--- config.mk ---
export PLATFORM = sky130hd
export DESIGN_NAME = swi_debounce
export DESIGN_NICKNAME = d
export VERILOG_FILES = /design/src/rtl/swi_debounce.sv
export SDC_FILE = /design/constraint.sdc
export NUM_CORES = 1
export LEC_CHECK = 0
export CORE_MARGIN = 8
export CORE_UTILIZATION = 51
export DETAILED_ROUTE_END_ITERATION = 8
export GPL_TIMING_DRIVEN = 0
export PLACE_DENSITY_LB_ADDON = 0.12
export SLEW_MARGIN = 15
export SYNTH_ARGS = -nofsm -noshare
export SYNTH_HDL_FRONTEND = slang
export SYNTH_SLANG_ARGS = --single-unit
--- constraint.sdc ---
create_clock -name clk_2 -period 1.5 [get_ports clk_2]
set_input_delay 0.3 -clock clk_2 [delete_from_list [all_inputs] [get_ports clk_2]]
set_output_delay 0.3 -clock clk_2 [all_outputs]
set_load 0.03 [all_outputs]
--- src/rtl/swi_debounce.sv ---
// -----------------------------------------------------------------------------
// swi_debounce
//   Per-bit switch debouncer. Each bit is sampled into s, compared against
//   its accepted (debounced) level, and only accepted once the sampled level
//   has disagreed with it for DEBOUNCE_CYCLES consecutive clock edges. Any
//   return to the accepted level before that point restarts the count.
//
//   Optional feature: define SWI_DEBOUNCE_SYNC2_EN to place a metastability
//   flop in front of the sample register, so s becomes the second of two
//   flops. This adds one edge of latency.
//
// Parameters
//   NBITS            width of the switch bus
//   DEBOUNCE_CYCLES  consecutive mismatching edges required (1..255)
//
// Ports
//   clk_2   in   1      clock, rising edge
//   reset   in   1      synchronous active-high reset
//   sw_in   in   NBITS  raw asynchronous switch levels
//   sw_db   out  NBITS  debounced levels (registered)
//   rise    out  NBITS  one-cycle pulse when a sw_db bit goes 0->1
//   fall    out  NBITS  one-cycle pulse when a sw_db bit goes 1->0
//   stable  out  1      every sampled bit equals its debounced bit
// -----------------------------------------------------------------------------
module swi_debounce #(
  parameter int NBITS           = 8,
  parameter int DEBOUNCE_CYCLES = 4
) (
  input  logic             clk_2,
  input  logic             reset,
  input  logic [NBITS-1:0] sw_in,
  output logic [NBITS-1:0] sw_db,
  output logic [NBITS-1:0] rise,
  output logic [NBITS-1:0] fall,
  output logic             stable
);

  localparam int CW = $clog2(DEBOUNCE_CYCLES + 1);
  // Count value at which the next mismatching edge is the accepting one.
  localparam logic [CW-1:0] CNT_LAST = CW'(DEBOUNCE_CYCLES - 1);

  logic [NBITS-1:0] r_s;
  logic [NBITS-1:0] r_db;
  logic [NBITS-1:0] r_rise;
  logic [NBITS-1:0] r_fall;
  logic [CW-1:0]    r_cnt      [NBITS];
  logic [CW-1:0]    w_cnt_nxt  [NBITS];
  logic [NBITS-1:0] w_db_nxt;
  logic [NBITS-1:0] w_s_d;

`ifdef SWI_DEBOUNCE_SYNC2_EN
  // First synchronizer flop; r_s acts as the second.
  logic [NBITS-1:0] r_meta;

  always_ff @(posedge clk_2) begin
    if (reset) r_meta <= '0;
    else       r_meta <= sw_in;
  end

  assign w_s_d = r_meta;
`else
  assign w_s_d = sw_in;
`endif

  // Next debounced level and counter per bit. A counter only advances while
  // the sample disagrees; it clears on agreement or on acceptance, so it
  // never exceeds CNT_LAST.
  always_comb begin
    w_db_nxt = r_db;
    for (int i = 0; i < NBITS; i++) begin
      w_cnt_nxt[i] = '0;
      if (r_s[i] != r_db[i]) begin
        if (r_cnt[i] == CNT_LAST) w_db_nxt[i] = r_s[i];
        else                      w_cnt_nxt[i] = r_cnt[i] + CW'(1);
      end
    end
  end

  always_ff @(posedge clk_2) begin
    if (reset) begin
      r_s    <= '0;
      r_db   <= '0;
      r_rise <= '0;
      r_fall <= '0;
      for (int i = 0; i < NBITS; i++) r_cnt[i] <= '0;
    end else begin
      r_s    <= w_s_d;
      r_db   <= w_db_nxt;
      // Pulses are registered alongside the level change they describe.
      r_rise <= w_db_nxt & ~r_db;
      r_fall <= ~w_db_nxt & r_db;
      for (int i = 0; i < NBITS; i++) r_cnt[i] <= w_cnt_nxt[i];
    end
  end

  assign sw_db  = r_db;
  assign rise   = r_rise;
  assign fall   = r_fall;
  assign stable = (r_s == r_db);

endmodule

==> run_results.csv <==
group,metric,value,unit
status,run_status,"finished, violations left",
status,violations,"setup timing",
setup_path,regToRegSetupSlack,0.18,ns
logic_synthesis,yosysWarnings,0,
flow_run,max-cap-violations,0,
clock_tree,cts_made_buffers,5,
setup_path,critPathCaptureType,"primary output",
setup_path,r2r-end,"r_cnt[1][1]",
placed_design,pre_cts_slack,-0.411,ns
clock_tree,cts_tree,"yes",
min_path,hold_path_depth,1,
setup_path,cp_data_arrival_time,1.27,ns
min_path,min_from,"r_cnt[0][9]",
drt,totalWireLength,3.58,mm
die,die-area,0.00610,mm²
cells_and_area,area_growth,30.4,%
logic_synthesis,synthAdderAreaFrac,0.102,
cells_and_area,num_antenna_cells,0,
logic_synthesis,synth_area,0.00197,mm²
grt,grt_max_degree,16,
logic_synthesis,syn_avg_cell_area,11.1,µm²
placed_design,gp_congestion,0.665,
drt,routed-wl-met2,1.82,mm
timing,period_needed,1.57,ns
die,core_region_area,0.00369,mm²
drt,top_layer_used,"met4",
logic_synthesis,ys_seq_area_frac,0.570,
die,io-pin-count,35,
grt,grt_pass1_wl,6.10,mm
logic_synthesis,synth-seq-cells,56,
timing,final-setup-viol-count,1,
setup_path,path_cells,"xnor2_2, nand4_1, nor2_2, buf_6",
power,vdd_drop_max,0.645,mV
logic_synthesis,syn_inst,177,
setup_path,worst-path-max-fanout,2,
drt,drt-met1-wl,1.43,mm
clock_tree,clock_latency,0.30,ns
timing,clock_skew,0.00433,ns
timing,max_slew_margin,0.635,
setup_path,startpoint_type,"register",
grt,grt.overflow.total,0,
setup_path,worst-setup-path-type,"register to primary output",
die,start_util,0.533,
cells_and_area,drive_above_1_share,0.241,
timing,period_share,1.05,
setup_path,cpMaxStageDelayCell,"dfxtp_4",
drt,antenna_left,0,
power,powerDensity,939,mW/mm²
drt,via_per_inst,4.89,
placed_design,numPortBuffers,34,
logic_synthesis,yosysUniqueCellTypes,15,
drt,vias,1329,
die,die_height,78.1,µm
grt,antenna_found_initial,0,
timing,hold_viol,0,
drt,first_pass_iters,4,
setup_path,slowest_delay,0.36,ns
setup_path,rr_worst_depth,4,
logic_synthesis,syn_nets,203,
min_path,min_path_type,"register to register",
timing,worstMarginPinSlew,0.548,ns
timing,slew_violations,0,
cells_and_area,final_util,0.695,
placed_design,place.detailed.hpwl,2.62,mm
clock_tree,cts_root_buf,"clkbuf_8",
timing,max_freq,0.636,GHz
logic_synthesis,synth-xor-area-share,0.0356,
clock_tree,clock_sinks,56,
grt,grt_usage,0.123,
clock_tree,h-tree-depth,2,
min_path,hold_end,"r_cnt[0][9]",
grt,grt_pass1_vias,1392,
power,cellLeakagePower,1.10,nW
drt,routedWlPerCell,13.2,µm
logic_synthesis,synthMuxAreaShare,0.0407,
setup_path,rr_startpoint,"r_cnt[1][0]",
die,die_width,78.1,µm
die,rows,22,
drt,routed-wl-met3,260,µm
timing,setup_ws,-0.0714,ns
logic_synthesis,synth_top_family_by_area,"simple AND/OR/NAND/NOR gates",
clock_tree,cts.path.max_buffers,2,
drt,drtIter0Drc,26,
drt,drc,0,
cells_and_area,nets,250,
logic_synthesis,synth_compound_area_frac,0,
clock_tree,clk_pin_slew,0.09,ns
timing,rsz0062_at_grt,"true",
setup_path,required,1.20,ns
logic_synthesis,yosys.area_share.simple,0.212,
## repair_timing
| item | CTS | global route |
|---|---|---|
| setup buffers | 0 | 6 |
| endpoints found under the setup margin | 25 | 3 |
| hold buffers | 0 | 0 |
| pin swaps | 1 | 7 |
| resized for setup | 42 | 15 |
## how the worst max path moves through the flow
| stage | cells after the start | slack [ns] | start | to |
|---|---|---|---|---|
| CTS | 4 | -0.13 | r_s[6] | stable |
| finish | 4 | -0.07 | r_s[7] | stable |
| global route | 4 | -0.18 | r_s[7] | stable |
| floorplan | 3 | 0.04 | sw_db[4] | stable |
| detailed placement | 4 | -0.41 | sw_db[5] | stable |
| global placement | 4 | -0.40 | sw_db[6] | stable |
## area by class of cell
| class | count | area [µm²] |
|---|---|---|
| flip-flops and latches | 56 | 1150 |
| well taps | 48 | 60.1 |
| repair buffers | 40 | 357 |
| clock inverters | 1 | 5.00 |
| multi-input cells | 101 | 845 |
| inverters | 16 | 60.1 |
| clock buffers | 6 | 72.6 |
| fillers | 280 | 1120 |
| plain buffers | 4 | 18.8 |
## stage by stage
stage               TNS (ns)  hold WS, ns  total power [mW]  cell area [µm²]  instances
finish               -0.0714        0.419              2.41             2560        272
global route          -0.179        0.432              2.53             2560        272
CTS                   -0.127        0.421              2.42             2470        266
detailed placement     -3.35        0.408              1.68             2370        259
global placement       -3.06        0.402              1.68             2370        259
floorplan                  0        0.396              1.63             1970        177
## cells in the final DEF (no fill, tap or decap), types with 5 or more instances in the layout
| cell type | n |
|---|---|
| or3_4 | 8 |
| nor2_2 | 10 |
| dfxtp_2 | 9 |
| nor2b_1 | 8 |
| clkdlybuf4s50_1 | 9 |
| dfxtp_1 | 43 |
| clkbuf_8 | 5 |
| buf_4 | 6 |
| mux2i_1 | 8 |
| xnor2_2 | 5 |
| inv_1 | 16 |
| nor4bb_1 | 6 |
| dlygate4sd2_1 | 24 |
| ha_1 | 16 |
| nor3_1 | 10 |
| nor2_1 | 23 |
## Yosys cell counts
master | number | share of area
dfxtp_1 | 56 | 0.57
nor2_1 | 24 | 0.046
ha_1 | 16 | 0.10
inv_1 | 16 | 0.031
nor3_1 | 10 | 0.025
nor2_2 | 9 | 0.029
mux2i_1 | 8 | 0.041
nor2b_1 | 8 | 0.025
or3_4 | 8 | 0.046
xnor2_1 | 8 | 0.036
nor4bb_1 | 6 | 0.031
buf_2 | 3 | 0.0076
nand2_1 | 2 | 0.0038
nand4_1 | 2 | 0.0064
clkbuf_1 | 1 | 0.0019
## registers in the layout, summed over array words and instances (netlist names)
| signal | flops |
|---|---|
| r_s | 8 |
| fall | 8 |
| r_cnt | 24 |
| sw_db | 8 |
| rise | 8 |
## routing by layer
layer	vias up	global-route usage
li1	666	-
met1	628	0.122
met2	28	0.220
met3	7	0.0604
met4	0	0.0407
met5	-	0
## worst max-delay path, delay by kind of cell (launching register included)
family / cells / cell delay (ns)
and+or+nand+nor: 2 / 0.29
xor gates and xnor gates: 1 / 0.18
buffers and inverters: 1 / 0.14
DFF: 1 / 0.36
## logic make-up (layout without fill, tap and decap cells)
family | after synthesis | count (layout)
and+or+nand+nor | 69 | 69
DFF | 56 | 56
buffers and inverters | 20 | 67
adders and majority gates | 16 | 16
xor gates and xnor gates | 8 | 8
muxes | 8 | 8
## report_power, final
| group | switching, mW | internal [mW] |
|---|---|---|
| clock | 0.424 | 0.318 |
| combinational | 0.0617 | 0.0794 |
| sequential | 0.0215 | 1.50 |
| total | 0.507 | 1.90 |
Power figures use the tool's default switching activity.
